**src/rtl/div_issue_ctrl_if.sv**
```systemverilog
// Bundle of upstream operand, divider-side and downstream result signals for div_issue_ctrl.
// master = the issue controller, slave = whatever sits on the other side (upstream, divider, sink).
interface div_issue_ctrl_if #(
   parameter int WIDTH = 32
);
   // Handshakes: a transfer happens on a rising edge where valid && ready are both 1;
   // valid never waits on ready, and payload is held stable while valid && !ready.
   logic             in_valid;
   logic             in_ready;
   logic [WIDTH-1:0] in_dividend;
   logic [WIDTH-1:0] in_divisor;

   logic [WIDTH-1:0] div_dividend;
   logic [WIDTH-1:0] div_divisor;
   logic             div_start;
   logic [WIDTH-1:0] div_quotient;
   logic [WIDTH-1:0] div_remainder;
   logic             div_error;
   logic             div_done;

   logic             out_valid;
   logic             out_ready;
   logic [WIDTH-1:0] out_quotient;
   logic [WIDTH-1:0] out_remainder;
   logic             out_error;
   logic             out_timeout;

   modport master (
      input  in_valid, in_dividend, in_divisor,
      input  div_quotient, div_remainder, div_error, div_done,
      input  out_ready,
      output in_ready,
      output div_dividend, div_divisor, div_start,
      output out_valid, out_quotient, out_remainder, out_error, out_timeout
   );

   modport slave (
      output in_valid, in_dividend, in_divisor,
      output div_quotient, div_remainder, div_error, div_done,
      output out_ready,
      input  in_ready,
      input  div_dividend, div_divisor, div_start,
      input  out_valid, out_quotient, out_remainder, out_error, out_timeout
   );
endinterface

```
**src/rtl/div_issue_ctrl.sv**
```systemverilog
// Queues operand pairs, issues them one at a time to a multi-cycle divider and returns
// the captured results in push order, with a watchdog that fails a job whose divider never answers.
module div_issue_ctrl #(
   parameter int WIDTH   = 32,
   parameter int DEPTH   = 4,
   parameter int TIMEOUT = 64
) (
   input  logic                         clk,
   input  logic                         reset,
   div_issue_ctrl_if.master             bus,
   output logic [$clog2(DEPTH+1)-1:0]   count,
   output logic [1:0]                   dbg_state
);
   localparam int CW = $clog2(DEPTH + 1);
   localparam int PW = $clog2(DEPTH);
   localparam int TW = $clog2(TIMEOUT + 1);
   localparam logic [CW-1:0] DEPTH_C = CW'(DEPTH);
   localparam logic [TW-1:0] WDOG_LAST = TW'(TIMEOUT - 1);

   typedef enum logic [1:0] {
      IDLE  = 2'd0,
      ISSUE = 2'd1,
      WAIT  = 2'd2,
      HOLD  = 2'd3
   } state_e;

   state_e           state_q, state_d;

   logic [WIDTH-1:0] fifo_dvd_q [DEPTH];
   logic [WIDTH-1:0] fifo_dvd_d [DEPTH];
   logic [WIDTH-1:0] fifo_dvs_q [DEPTH];
   logic [WIDTH-1:0] fifo_dvs_d [DEPTH];
   logic [PW-1:0]    wr_ptr_q, wr_ptr_d;
   logic [PW-1:0]    rd_ptr_q, rd_ptr_d;
   logic [CW-1:0]    count_q, count_d;

   logic [TW-1:0]    wdog_q, wdog_d;
   logic [WIDTH-1:0] div_dvd_q, div_dvd_d;
   logic [WIDTH-1:0] div_dvs_q, div_dvs_d;
   logic [WIDTH-1:0] out_quo_q, out_quo_d;
   logic [WIDTH-1:0] out_rem_q, out_rem_d;
   logic             out_valid_q, out_valid_d;
   logic             out_error_q, out_error_d;
   logic             out_timeout_q, out_timeout_d;

   logic             push;
   logic             pop;
   logic             in_ready;

   // Ready looks only at the registered count, so a pop in the same cycle never frees a full slot.
   assign in_ready = !reset && (count_q < DEPTH_C);
   assign push     = bus.in_valid && in_ready;

   always_comb begin
      fifo_dvd_d = fifo_dvd_q;
      fifo_dvs_d = fifo_dvs_q;
      wr_ptr_d   = wr_ptr_q;
      rd_ptr_d   = rd_ptr_q;
      count_d    = count_q;
      if (push) begin
         fifo_dvd_d[wr_ptr_q] = bus.in_dividend;
         fifo_dvs_d[wr_ptr_q] = bus.in_divisor;
         wr_ptr_d             = wr_ptr_q + PW'(1);
      end
      if (pop) begin
         rd_ptr_d = rd_ptr_q + PW'(1);
      end
      case ({push, pop})
         2'b10:   count_d = count_q + CW'(1);
         2'b01:   count_d = count_q - CW'(1);
         default: count_d = count_q;
      endcase
   end

   always_comb begin
      state_d       = state_q;
      wdog_d        = wdog_q;
      div_dvd_d     = div_dvd_q;
      div_dvs_d     = div_dvs_q;
      out_quo_d     = out_quo_q;
      out_rem_d     = out_rem_q;
      out_valid_d   = out_valid_q;
      out_error_d   = out_error_q;
      out_timeout_d = out_timeout_q;
      pop           = 1'b0;
      case (state_q)
         IDLE: begin
            if (count_q != '0) begin
               // Operands are latched here and stay put until the next job is issued.
               div_dvd_d = fifo_dvd_q[rd_ptr_q];
               div_dvs_d = fifo_dvs_q[rd_ptr_q];
               state_d   = ISSUE;
            end
         end
         ISSUE: begin
            pop     = 1'b1;
            wdog_d  = '0;
            state_d = WAIT;
         end
         WAIT: begin
            if (bus.div_done) begin
               out_quo_d     = bus.div_quotient;
               out_rem_d     = bus.div_remainder;
               out_error_d   = bus.div_error;
               out_timeout_d = 1'b0;
               out_valid_d   = 1'b1;
               state_d       = HOLD;
            end else if (wdog_q == WDOG_LAST) begin
               out_quo_d     = '0;
               out_rem_d     = '0;
               out_error_d   = 1'b1;
               out_timeout_d = 1'b1;
               out_valid_d   = 1'b1;
               state_d       = HOLD;
            end else begin
               wdog_d = wdog_q + TW'(1);
            end
         end
         HOLD: begin
            if (bus.out_ready) begin
               out_valid_d = 1'b0;
               state_d     = IDLE;
            end
         end
         default: state_d = IDLE;
      endcase
   end

   always_ff @(posedge clk or posedge reset) begin
      if (reset) begin
         state_q       <= IDLE;
         wr_ptr_q      <= '0;
         rd_ptr_q      <= '0;
         count_q       <= '0;
         wdog_q        <= '0;
         div_dvd_q     <= '0;
         div_dvs_q     <= '0;
         out_quo_q     <= '0;
         out_rem_q     <= '0;
         out_valid_q   <= 1'b0;
         out_error_q   <= 1'b0;
         out_timeout_q <= 1'b0;
         for (int i = 0; i < DEPTH; i++) begin
            fifo_dvd_q[i] <= '0;
            fifo_dvs_q[i] <= '0;
         end
      end else begin
         state_q       <= state_d;
         wr_ptr_q      <= wr_ptr_d;
         rd_ptr_q      <= rd_ptr_d;
         count_q       <= count_d;
         wdog_q        <= wdog_d;
         div_dvd_q     <= div_dvd_d;
         div_dvs_q     <= div_dvs_d;
         out_quo_q     <= out_quo_d;
         out_rem_q     <= out_rem_d;
         out_valid_q   <= out_valid_d;
         out_error_q   <= out_error_d;
         out_timeout_q <= out_timeout_d;
         fifo_dvd_q    <= fifo_dvd_d;
         fifo_dvs_q    <= fifo_dvs_d;
      end
   end

   assign bus.in_ready      = in_ready;
   assign bus.div_start     = (state_q == ISSUE);
   assign bus.div_dividend  = div_dvd_q;
   assign bus.div_divisor   = div_dvs_q;
   assign bus.out_valid     = out_valid_q;
   assign bus.out_quotient  = out_quo_q;
   assign bus.out_remainder = out_rem_q;
   assign bus.out_error     = out_error_q;
   assign bus.out_timeout   = out_timeout_q;
   assign count             = count_q;
   assign dbg_state         = state_q;
endmodule

```
**src/flat_wrapper.sv**
```systemverilog
// flat-port wrapper written by rule: the top's interface ports become plain ports
module div_issue_ctrl_flat 
#(
   parameter int WIDTH   = 32,
   parameter int DEPTH   = 4,
   parameter int TIMEOUT = 64
)
  (clk, reset, count, dbg_state, bus_in_valid, bus_in_dividend, bus_in_divisor, bus_div_quotient, bus_div_remainder, bus_div_error, bus_div_done, bus_out_ready, bus_in_ready, bus_div_dividend, bus_div_divisor, bus_div_start, bus_out_valid, bus_out_quotient, bus_out_remainder, bus_out_error, bus_out_timeout);
  div_issue_ctrl_if #(.WIDTH(WIDTH)) bus_i ();
  input  logic clk;
  input  logic reset;
  output logic [$clog2(DEPTH+1)-1:0] count;
  output logic [1:0] dbg_state;
  input wire logic [$bits(bus_i.in_valid)-1:0] bus_in_valid;
  input wire logic [$bits(bus_i.in_dividend)-1:0] bus_in_dividend;
  input wire logic [$bits(bus_i.in_divisor)-1:0] bus_in_divisor;
  input wire logic [$bits(bus_i.div_quotient)-1:0] bus_div_quotient;
  input wire logic [$bits(bus_i.div_remainder)-1:0] bus_div_remainder;
  input wire logic [$bits(bus_i.div_error)-1:0] bus_div_error;
  input wire logic [$bits(bus_i.div_done)-1:0] bus_div_done;
  input wire logic [$bits(bus_i.out_ready)-1:0] bus_out_ready;
  output wire logic [$bits(bus_i.in_ready)-1:0] bus_in_ready;
  output wire logic [$bits(bus_i.div_dividend)-1:0] bus_div_dividend;
  output wire logic [$bits(bus_i.div_divisor)-1:0] bus_div_divisor;
  output wire logic [$bits(bus_i.div_start)-1:0] bus_div_start;
  output wire logic [$bits(bus_i.out_valid)-1:0] bus_out_valid;
  output wire logic [$bits(bus_i.out_quotient)-1:0] bus_out_quotient;
  output wire logic [$bits(bus_i.out_remainder)-1:0] bus_out_remainder;
  output wire logic [$bits(bus_i.out_error)-1:0] bus_out_error;
  output wire logic [$bits(bus_i.out_timeout)-1:0] bus_out_timeout;
  assign bus_i.in_valid = bus_in_valid;
  assign bus_i.in_dividend = bus_in_dividend;
  assign bus_i.in_divisor = bus_in_divisor;
  assign bus_i.div_quotient = bus_div_quotient;
  assign bus_i.div_remainder = bus_div_remainder;
  assign bus_i.div_error = bus_div_error;
  assign bus_i.div_done = bus_div_done;
  assign bus_i.out_ready = bus_out_ready;
  assign bus_in_ready = bus_i.in_ready;
  assign bus_div_dividend = bus_i.div_dividend;
  assign bus_div_divisor = bus_i.div_divisor;
  assign bus_div_start = bus_i.div_start;
  assign bus_out_valid = bus_i.out_valid;
  assign bus_out_quotient = bus_i.out_quotient;
  assign bus_out_remainder = bus_i.out_remainder;
  assign bus_out_error = bus_i.out_error;
  assign bus_out_timeout = bus_i.out_timeout;
  div_issue_ctrl #(.WIDTH(WIDTH), .DEPTH(DEPTH), .TIMEOUT(TIMEOUT)) u_core (.clk(clk), .reset(reset), .bus(bus_i), .count(count), .dbg_state(dbg_state));
endmodule
```
**config.mk**
```make
export PLATFORM = sky130hd
export DESIGN_NAME = div_issue_ctrl_flat
export DESIGN_NICKNAME = d
export VERILOG_FILES = /design/src/rtl/div_issue_ctrl_if.sv /design/src/rtl/div_issue_ctrl.sv /design/src/flat_wrapper.sv
export SDC_FILE = /design/constraint.sdc
export NUM_CORES = 1
export LEC_CHECK = 0
export ABC_AREA = 1
export BUFFER_PORTS_ARGS = -buffer_cell sky130_fd_sc_hd__buf_2
export CAP_MARGIN = 20
export CORE_MARGIN = 3
export CORE_UTILIZATION = 52
export CTS_CLUSTER_DIAMETER = 60
export DETAILED_ROUTE_END_ITERATION = 10
export MAX_ROUTING_LAYER = met4
export PLACE_DENSITY = 0.83
export SLEW_MARGIN = 15
export SYNTH_ARGS = -nofsm -noshare
export SYNTH_HDL_FRONTEND = slang
export SYNTH_SLANG_ARGS = --single-unit
```
**constraint.sdc**
```tcl
create_clock -name clk -period 13.1 [get_ports clk]
set_input_delay 1.31 -clock clk [delete_from_list [all_inputs] [get_ports clk]]
set_output_delay 1.31 -clock clk [all_outputs]
set_load 0.05 [all_outputs]
```
==> results of run 1 <==
-- worst reg2reg max path: cells and delay by family, from the launching register on --
family / cells / cell delay [ns]
buf+inv: 2 / 1.48
simple gates: 2 / 0.18
compound gates: 2 / 0.47
flops: 1 / 1.05
-- power groups by stage --
| stage | combinational [mW] | clock, mW | sequential (mW) |
|---|---|---|---|
| floorplan | 1.48 | 0 | 2.78 |
| global placement | 2.50 | 0 | 2.22 |
| detailed placement | 2.58 | 0 | 2.24 |
| CTS | 2.60 | 1.28 | 2.24 |
| global route | 2.86 | 1.33 | 2.31 |
| finish | 2.58 | 1.25 | 2.25 |
-- kinds of logic after synthesis --
kind of cell	Yosys count
simple gates	894
fa+ha+maj	12
xor+xnor	6
compound gates	461
buf+inv	274
flops	403
-- stage by stage --
stage / worst slack (ns) / utilization (%) / area [sq um]
detailed placement: 9.34 / 56.9 / 19300
floorplan: 0.581 / - / 18100
CTS: 9.81 / 61.3 / 20800
global route: 9.55 / 61.3 / 20800
finish: 9.79 / 61.3 / 20800
global placement: 9.43 / 56.9 / 19300
-- final cells by class --
type	count	share of cell area [%]
Inverter	147	2.72
Tap cell	448	2.69
Sequential cell	403	48.5
Antenna cell	3	0.0361
Timing Repair Buffer	285	7.08
Clock inverter	14	0.860
Multi-Input combinational cell	1373	31.9
Clock buffer	64	6.19
-- flip-flops by register name, indices dropped and copies added (netlist names), 3 cells and up --
register and flops:
u_core.fifo_dvd_q 128, u_core.bus.out_quotient 32, u_core.count 3, u_core.bus.div_divisor 32, u_core.bus.out_remainder 32, u_core.fifo_dvs_q 128
u_core.wdog_q 7, u_core.bus.div_dividend 32
-- metal layers --
metal | part of all wire, % | vias up | global-route usage (%)
met3 | 6.0 | 101 | 3.16
met4 | 2.9 | 0 | 9.11
met5 | 0 | - | -
met1 | 41 | 6997 | 31.4
li1 | - | 6887 | -
met2 | 50 | 513 | 39.4
-- cells in the mapped netlist, drive strengths merged --
library cell / instances / area (sq um)
o21ai: 454 / 2270
clkbuf: 13 / 48.8
a21boi: 1 / 7.51
inv: 147 / 557
dfrtp: 403 / 10100
nor3b: 1 / 7.51
nor2: 266 / 1050
a31oi: 2 / 12.5
fa: 1 / 20.0
nand2: 610 / 2920
nand4: 4 / 25.0
o21a: 1 / 7.51
xor2: 5 / 43.8
a21oi: 1 / 5.00
ha: 11 / 138
or2: 2 / 12.5
xnor2: 1 / 8.76
buf: 114 / 828
o21bai: 2 / 15.0
nand3: 11 / 55.1
-- worst paths after layout --
path | from | to | slack [ns] | cells past startpoint
worst max-delay path | u_core.rd_ptr_q[0]$_DFFE_PP0P_ | u_core.bus.div_divisor[8]$_DFFE_PP0P_ | 9.79 | 6
worst min-delay path | u_core.bus.out_valid$_DFFE_PP0P_ | u_core.bus.out_valid$_DFFE_PP0P_ | 0.48 | 2
worst max register to register | u_core.rd_ptr_q[0]$_DFFE_PP0P_ | u_core.bus.div_divisor[8]$_DFFE_PP0P_ | 9.79 | 6
worst min register to register | u_core.bus.out_valid$_DFFE_PP0P_ | u_core.bus.out_valid$_DFFE_PP0P_ | 0.48 | 2
max in group asynchronous | reset | u_core.fifo_dvs_q[123]$_DFFE_PP0P_ | 10.42 | 3
min in group asynchronous | reset | u_core.bus.out_remainder[26]$_DFFE_PP0P_ | 0.97 | 2
==> results.sh, run 1 <==
export IMPL_status="finished clean"
export IMPL_synthAdderAreaFrac_pct=0.870
export IMPL_ios=272
export IMPL_grt_util_all_layers_pct=24.2
export IMPL_grt_max_degree=194
export IMPL_switching_share_pct=44.6
export IMPL_syn_nets=2196
export IMPL_ir_drop_uv=168
export IMPL_syn_inst=2050
export IMPL_syn_area_sq_mm=0.0181
export IMPL_cts_setup_buffers=0
export IMPL_synthDistinctLibCells=31
export IMPL_cp_common_cell="nand2_1"
export IMPL_rows=67
export IMPL_cts_max_level=2
export IMPL_slew_headroom_pct=26.9
export IMPL_synth_xor_area_share_pct=0.290
export IMPL_sequentialPowerShare_pct=36.9
export IMPL_grt_pass1_wl_microns=71200
export IMPL_antenna_found_initial=2
export IMPL_tns_ns=0
export IMPL_critical_path_buf_inv_count=2
export IMPL_pwr_share_comb_pct=42.4
export IMPL_instances_no_fill=2737
export IMPL_cp_max_fo=80
export IMPL_io_buffer_count=271
export IMPL_nNetsFinal=2399
export IMPL_switching_power_mw=2.71
export IMPL_mostFrequentLayoutCell="nand2_1"
export IMPL_cp_required_ns=13.50
export IMPL_hold_viol_final=0
export IMPL_drv_cap=0
export IMPL_multi_input_area_sq_mm=0.00664
export IMPL_synth_top_family_by_area="simple AND/OR/NAND/NOR gates"
export IMPL_cts_clk_slew_worst_paths_ns=0.06
export IMPL_synthMuxAreaShare_pct=0
export IMPL_yosysSeqAreaShare_pct=55.7
export IMPL_fillers=2840
export IMPL_hold_path_class="reg -> reg"
export IMPL_clockBufferDepth=3
export IMPL_ys_seq_elements=403
export IMPL_final_max_slew_violation_count=0
export IMPL_dieArea_sq_mm=0.0371
export IMPL_slowest_stage="dfrtp_4"
export IMPL_end_kind="register"
export IMPL_gp_congestion=0.814
export IMPL_drt_total_wl_microns=44000
export IMPL_min_period_ns=3.31
export IMPL_syn_area_per_cell_sq_um=8.84
export IMPL_p_clk_share_pct=20.6
export IMPL_cts_buffers_inserted=43
export IMPL_cp_arrival_ns=3.71
export IMPL_powerDensity_mw_per_mm2=292
export IMPL_drt_iter0_drc=1204
export IMPL_cp_top_family="buffers and inverters"
export IMPL_synth_compound_area_share_pct=12.8
export IMPL_via_count=14500
export IMPL_drive_above_1_share_pct=21.9
export IMPL_cp_start_kind="register"
export IMPL_postCtsHoldBufs=0
export IMPL_placed_cells=2656
export IMPL_post_cts_resized=0
export IMPL_root_buffer="clkbuf_16"
export IMPL_drc=0
export IMPL_skew_ns=0.0129
export IMPL_die_height_microns=193
export IMPL_overflow=0
export IMPL_cts_tree="done"
export IMPL_power_mw=6.08
export IMPL_postRouteAntennaNets=0
export IMPL_timing_fmax_mhz=302
export IMPL_max_stage_delay_ns=1.05
export IMPL_die_w_microns=193
export IMPL_grt_pass1_vias=14200
export IMPL_crit_chain="clkinv_2, buf_4, o21ai_0, nand2_1, nand2_1, o21ai_1"
export IMPL_wl_per_cell_microns=16.1
export IMPL_worstMarginPinSlew_ns=1.10
export IMPL_synth_simple_area_share_pct=22.5
export IMPL_drtPass1Iterations=5
export IMPL_fin_crit_sh_pct=25.3
export IMPL_p_int_mw=3.37
export IMPL_path_class="reg -> reg"
export IMPL_ff_latch_area_sq_mm=0.0101
export IMPL_p_leak_nw=10.8
export IMPL_dp_hpwl_microns=26500
export IMPL_layout_common_cells="nand2_1 (481), dfrtp_1 (401), o21ai_1 (332)"
export IMPL_syn_to_final_growth_pct=14.8
export IMPL_rsz0062_at_grt="no"
export IMPL_yosysWarningCount=0
export IMPL_worstSkewPairLatency_ns=0.54
export IMPL_cts_num_sinks=403
export IMPL_vias_per_cell=5.30
export IMPL_fin_hold_ws_ns=0.479
export IMPL_core_sq_mm=0.0340
export IMPL_setup_violations=0
export IMPL_initial_core_util_pct=53.4
Note: power is estimated with default switching activity, not from simulation.
==> run 2: changes to the inputs <==
--- a/config.mk
+++ b/config.mk
@@ -9,11 +9,11 @@
 export BUFFER_PORTS_ARGS = -buffer_cell sky130_fd_sc_hd__buf_2
 export CAP_MARGIN = 20
 export CORE_MARGIN = 3
-export CORE_UTILIZATION = 52
+export CORE_UTILIZATION = 57
 export CTS_CLUSTER_DIAMETER = 60
 export DETAILED_ROUTE_END_ITERATION = 10
 export MAX_ROUTING_LAYER = met4
-export PLACE_DENSITY = 0.83
+export PLACE_DENSITY = 0.86
 export SLEW_MARGIN = 15
 export SYNTH_ARGS = -nofsm -noshare
 export SYNTH_HDL_FRONTEND = slang
==> constraint.sdc (replaced) <==
create_clock -name clk -period 3.12 [get_ports clk]
set_input_delay 0.312 -clock clk [delete_from_list [all_inputs] [get_ports clk]]
set_output_delay 0.312 -clock clk [all_outputs]
set_load 0.05 [all_outputs]
==> run 2 against run 1 <==
Wire length up 3.0%. Clock power rose to 4.1 times the previous value. Non-clock buffer count up 49. Highest routed layer unchanged. Register-to-register slack worse by 8.8 ns. Sequential power rose to 4.1 times the previous value. Clock skew up 0.0029 ns. Critical path depth up 1. Core utilization up 7.4 points. Largest cell class unchanged. Die area down 8.5%. Maximum frequency up 56%.
==> results.sh, run 2 (same netlist as run 1, synthesis figures left out) <==
export IMPL_fin_crit_sh_pct=68.0
export IMPL_nNetsFinal=2447
export IMPL_cts_buffers_inserted=42
export IMPL_cp_required_ns=3.58
export IMPL_overflow=0
export IMPL_antenna_found_initial=1
export IMPL_grt_pass1_wl_microns=73400
export IMPL_layout_common_cells="nand2_1 (481), dfrtp_1 (401), o21ai_1 (332)"
export IMPL_reg_top3="u_core.fifo_dvd_q: 128 flops, u_core.fifo_dvs_q: 128 flops"
export IMPL_fillers=2306
export IMPL_via_count=14900
export IMPL_gp_congestion=0.853
export IMPL_tns_ns=0
export IMPL_powerDensity_mw_per_mm2=1210
export IMPL_hold_viol_final=0
export IMPL_drt_total_wl_microns=45300
export IMPL_root_buffer="clkbuf_16"
export IMPL_ir_drop_uv=668
export IMPL_drive_above_1_share_pct=21.9
export IMPL_worstSkewPairLatency_ns=0.54
export IMPL_cts_clk_slew_worst_paths_ns=0.06
export IMPL_drt_iter0_drc=1550
export IMPL_cts_max_level=2
export IMPL_max_stage_delay_ns=0.44
export IMPL_worstMarginPinSlew_ns=0.895
export IMPL_min_period_ns=2.12
export IMPL_grt_max_degree=131
export IMPL_timing_fmax_mhz=471
export IMPL_status="finished clean"
export IMPL_grt_pass1_vias=14800
export IMPL_cp_max_fo=43
export IMPL_mostFrequentLayoutCell="nand2_1"
export IMPL_cp_arrival_ns=2.58
export IMPL_final_max_slew_violation_count=0
export IMPL_drc=0
export IMPL_io_buffer_count=271
export IMPL_hp_start="bus_div_quotient[22]"
export IMPL_clockBufferDepth=3
export IMPL_cp_start_kind="register"
export IMPL_reg2reg_from="u_core.dbg_state[0]$_DFFE_PP0P_"
export IMPL_post_cts_resized=0
export IMPL_wl_per_cell_microns=16.6
export IMPL_die_height_microns=184
export IMPL_initial_core_util_pct=58.5
export IMPL_cts_num_sinks=403
export IMPL_die_w_microns=184
export IMPL_skew_ns=0.0158
export IMPL_slowest_stage="dfrtp_1"
export IMPL_cp_common_cell="nand2_1"
export IMPL_vias_per_cell=5.45
export IMPL_p_leak_nw=11.0
export IMPL_rsz0062_at_grt="no"
export IMPL_postRouteAntennaNets=0
export IMPL_slew_headroom_pct=40.3
export IMPL_grt_util_all_layers_pct=27.2
export IMPL_drtPass1Iterations=5
export IMPL_dp_hpwl_microns=27200
export IMPL_cts_tree="done"
export IMPL_syn_to_final_growth_pct=17.4
export IMPL_end_kind="register"
export IMPL_crit_chain="inv_1, ha_1, nand2_1, inv_4, buf_4, nand2_1, nand2_2"
export IMPL_setup_violations=0
export IMPL_critPathLaunch="u_core.dbg_state[0]$_DFFE_PP0P_"
export IMPL_hold_path_class="in -> reg"
export IMPL_fin_util_pct=68.6
export IMPL_dieArea_sq_mm=0.0340
export IMPL_core_sq_mm=0.0310
export IMPL_path_class="reg -> reg"
export IMPL_rows=64
export IMPL_ios=272
export IMPL_drv_cap=0
[run 2: stage by stage]
step / area (sq um) / power (mW) / hold slack, ns / setup WS, ns / cells
floorplan: 18100 / 17.9 / 0.429 / -2.62 / 2050
global placement: 19500 / 19.9 / 0.344 / 1.19 / 2615
detailed placement: 19500 / 20.4 / 0.340 / 1.13 / 2615
CTS: 21300 / 25.8 / 0.000449 / 1.07 / 2724
global route: 21300 / 27.4 / 0.00362 / 0.881 / 2725
finish: 21300 / 25.7 / 0.0157 / 0.999 / 2726
[run 2: worst paths after layout]
check                                                          end  slack, ns  depth (start not counted)
max in group asynchronous   u_core.bus.div_divisor[19]$_DFFE_PP0P_       1.65                          5
min in group asynchronous  u_core.bus.out_quotient[30]$_DFFE_PP0P_       0.35                          3
hold / removal             u_core.bus.out_quotient[22]$_DFFE_PP0P_       0.02                          3
hold reg to reg            u_core.bus.out_quotient[31]$_DFFE_PP0P_       0.47                          2
setup / recovery           u_core.bus.out_remainder[9]$_DFFE_PP0P_        1.0                          7
setup reg to reg           u_core.bus.out_remainder[9]$_DFFE_PP0P_        1.0                          7
[run 2: cell type report]
cell class | count | area (sq um) | area share [%]
diodes | 2 | 5.00 | 0.0235
clock buffers | 55 | 1190 | 5.60
clock inverters | 16 | 236 | 1.11
inverters | 147 | 562 | 2.64
multi-input cells | 1373 | 6640 | 31.2
flip-flops and latches | 403 | 10100 | 47.4
well taps | 396 | 495 | 2.33
repair buffers | 334 | 2050 | 9.64
[run 2: report_power, final]
part           internal, mW  switching, mW  total [mW]
Combinational          3.36           7.89        11.3
Clock                  3.11           2.06        5.17
Sequential             7.73           1.57        9.29
Total                  14.2           11.5        25.7
[run 2: layer usage]
metal  GRT usage (%)  share of wire (%)
met1            34.7                 41
met2            44.5                 50
met3            3.61                5.6
met4            10.7                3.9
met5               -                  0
[run 2: repair_timing]
| item | in CTS | in global routing |
|---|---|---|
| buffers inserted | 0 | 0 |
| hold endpoints to repair | 46 | 0 |
| hold buffers | 38 | 0 |
[run 2: critical path, delay by kind of cell, from the launching register on]
family / cells / cell delay (ns)
and+or+nand+nor: 3 / 0.44
DFF: 1 / 0.44
adders and majority gates: 1 / 0.26
buffers and inverters: 3 / 0.88
==> run 3: changes to the inputs <==
==> constraint.sdc (replaced) <==
create_clock -name clk -period 2.11 [get_ports clk]
set_input_delay 0.211 -clock clk [delete_from_list [all_inputs] [get_ports clk]]
set_output_delay 0.211 -clock clk [all_outputs]
set_load 0.05 [all_outputs]
==> run 3 against run 2 <==
Design area up 4.4%. Total power rose by 50%. Clock skew rose by 0.0083 ns. Combinational power up 53%. Wire length is 8.7% higher. Sequential power is 50% higher. Sequential share of layout area down 2.0 points. Worst hold slack better by 0.0039 ns. Critical path depth is 1 higher. Clock power increased by 42%. Die area is the same. Non-clock buffer count rose by 90. Largest cell class unchanged. Largest power group unchanged.
==> results.sh, run 3 (same netlist as run 1, synthesis figures left out) <==
export IMPL_status="finished clean"
export IMPL_power_mw=38.5
export IMPL_via_count=15600
export IMPL_drtPass1Iterations=5
export IMPL_mostFrequentLayoutCell="nand2_1"
export IMPL_fillers=2103
export IMPL_postRouteAntennaNets=0
export IMPL_grt_pass1_vias=15400
export IMPL_cts_num_sinks=403
export IMPL_dp_hpwl_microns=27800
export IMPL_ir_drop_uv=1140
export IMPL_io_buffer_count=271
export IMPL_finalInstanceArea_sq_mm=0.0222
export IMPL_grt_pass1_wl_microns=79000
export IMPL_drv_cap=0
export IMPL_path_class="reg -> reg"
export IMPL_cts_setup_buffers=0
export IMPL_antenna_found_initial=0
export IMPL_skew_ns=0.0241
export IMPL_placed_cells=2630
export IMPL_cts_clk_slew_worst_paths_ns=0.07
export IMPL_ios=272
export IMPL_placedInstanceArea_sq_mm=0.0197
export IMPL_slew_headroom_pct=63.6
export IMPL_die_w_microns=184
export IMPL_cp_required_ns=2.49
export IMPL_rsz0062_at_grt="no"
export IMPL_nNetsFinal=2536
export IMPL_core_sq_mm=0.0310
export IMPL_rows=64
export IMPL_cts_buffers_inserted=41
export IMPL_syn_to_final_growth_pct=22.6
export IMPL_cts_tree="done"
export IMPL_crit_chain="inv_2, ha_4, ha_1, inv_1, fa_1, a21oi_1, o21ai_0, xor2_1"
export IMPL_p_leak_nw=11.4
export IMPL_gp_congestion=0.899
export IMPL_grt_util_all_layers_pct=29.7
export IMPL_layout_common_cells="nand2_1 (481), dfrtp_1 (401), o21ai_1 (332)"
export IMPL_pre_cts_ws_ns=0.165
export IMPL_die_height_microns=184
export IMPL_min_period_ns=2.08
export IMPL_worstMarginPinSlew_ns=0.546
export IMPL_instances_no_fill=2819
export IMPL_dieArea_sq_mm=0.0340
export IMPL_reg_top3="u_core.fifo_dvd_q: 128 flops, u_core.fifo_dvs_q: 128 flops"
export IMPL_wl_per_cell_microns=17.5
export IMPL_fin_crit_sh_pct=98.5
export IMPL_hold_path_class="in -> reg"
export IMPL_drc=0
export IMPL_clockBufferDepth=3
export IMPL_grt_max_degree=99
export IMPL_timing_fmax_mhz=481
export IMPL_setup_violations=0
export IMPL_end_kind="register"
export IMPL_hold_viol_final=0
export IMPL_slowest_stage="fa_1"
export IMPL_worstSkewPairLatency_ns=0.53
export IMPL_cp_max_fo=5
export IMPL_initial_core_util_pct=58.5
export IMPL_root_buffer="clkbuf_16"
export IMPL_drive_above_1_share_pct=21.5
export IMPL_final_max_slew_violation_count=0
export IMPL_cts_max_level=2
export IMPL_cp_arrival_ns=2.46
export IMPL_overflow=0
export IMPL_cp_start_kind="register"
export IMPL_postLayoutSetupSlackWorst_ns=0.0323
export IMPL_fin_util_pct=71.7
export IMPL_powerDensity_mw_per_mm2=1740
export IMPL_drt_total_wl_microns=49300
export IMPL_drt_iter0_drc=1522
export IMPL_vias_per_cell=5.53
export IMPL_max_stage_delay_ns=0.44
==> run 3: stage by stage <==
step	setup TNS, ns	hold WS [ns]
6_report	0	0.0197
5_1_grt	0	0.0216
4_1_cts	0	0.000687
3_5_place_dp	0	0.223
3_3_place_gp	0	0.225
2_1_floorplan	-1422.24	0.328
==> run 3: area by class of cell <==
class	count	area (sq um)	share of cell area, %
multi-input cells	1373	6650	30.0
clock buffers	64	1210	5.46
repair buffers	424	3050	13.8
inverters	147	562	2.53
clock inverters	9	134	0.603
flip-flops and latches	403	10100	45.4
well taps	396	495	2.23
diodes	3	7.51	0.0338
==> run 3: where the power goes <==
group	switching, mW	internal [mW]	leakage (nW)	total [mW]
registers	2.46	11.4	5.10	13.9
logic	12.0	5.31	5.63	17.3
clock network	3.00	4.32	0.656	7.32
total	17.5	21.1	11.4	38.5
==> run 3: worst max-delay path: cells and delay by family, from the launching register on <==
kind	cells	cell delay [ns]
xor gates and xnor gates	1	0.19
DFF	1	0.43
AOI/OAI and AO/OA	2	0.38
adders and majority gates	3	0.74
buffers and inverters	2	0.21
==> run 3: metal layers <==
metal  global-route usage [%]  vias up  routed length (microns)
met5                        -        -                        0
met4                     15.3        0                     2900
met3                     3.79      210                     3200
met2                     48.2      720                    24600
met1                     36.9     7504                    18600
li1                         -     7153                        -
==> run 3: final timing paths <==
path / startpoint / to / slack [ns] / cells after the start
hold reg to reg: u_core.bus.out_valid$_DFFE_PP0P_ / u_core.bus.out_valid$_DFFE_PP0P_ / 0.48 / 2
min in group asynchronous: reset / u_core.bus.div_divisor[1]$_DFFE_PP0P_ / 0.26 / 3
setup reg to reg: u_core.dbg_state[1]$_DFFE_PP0P_ / u_core.count[2]$_DFFE_PP0P_ / 0.03 / 8
max in group asynchronous: reset / u_core.fifo_dvd_q[68]$_DFFE_PP0P_ / 1.04 / 4
hold / removal: bus_in_dividend[22] / u_core.fifo_dvd_q[86]$_DFFE_PP0P_ / 0.02 / 3
setup / recovery: u_core.dbg_state[1]$_DFFE_PP0P_ / u_core.count[2]$_DFFE_PP0P_ / 0.03 / 8
==> run 3: what timing repair did <==
item	in CTS	in global routing
endpoints found under the hold margin	216	0
endpoints found under the setup margin	0	49
hold buffers	113	0
gates resized for setup	0	3
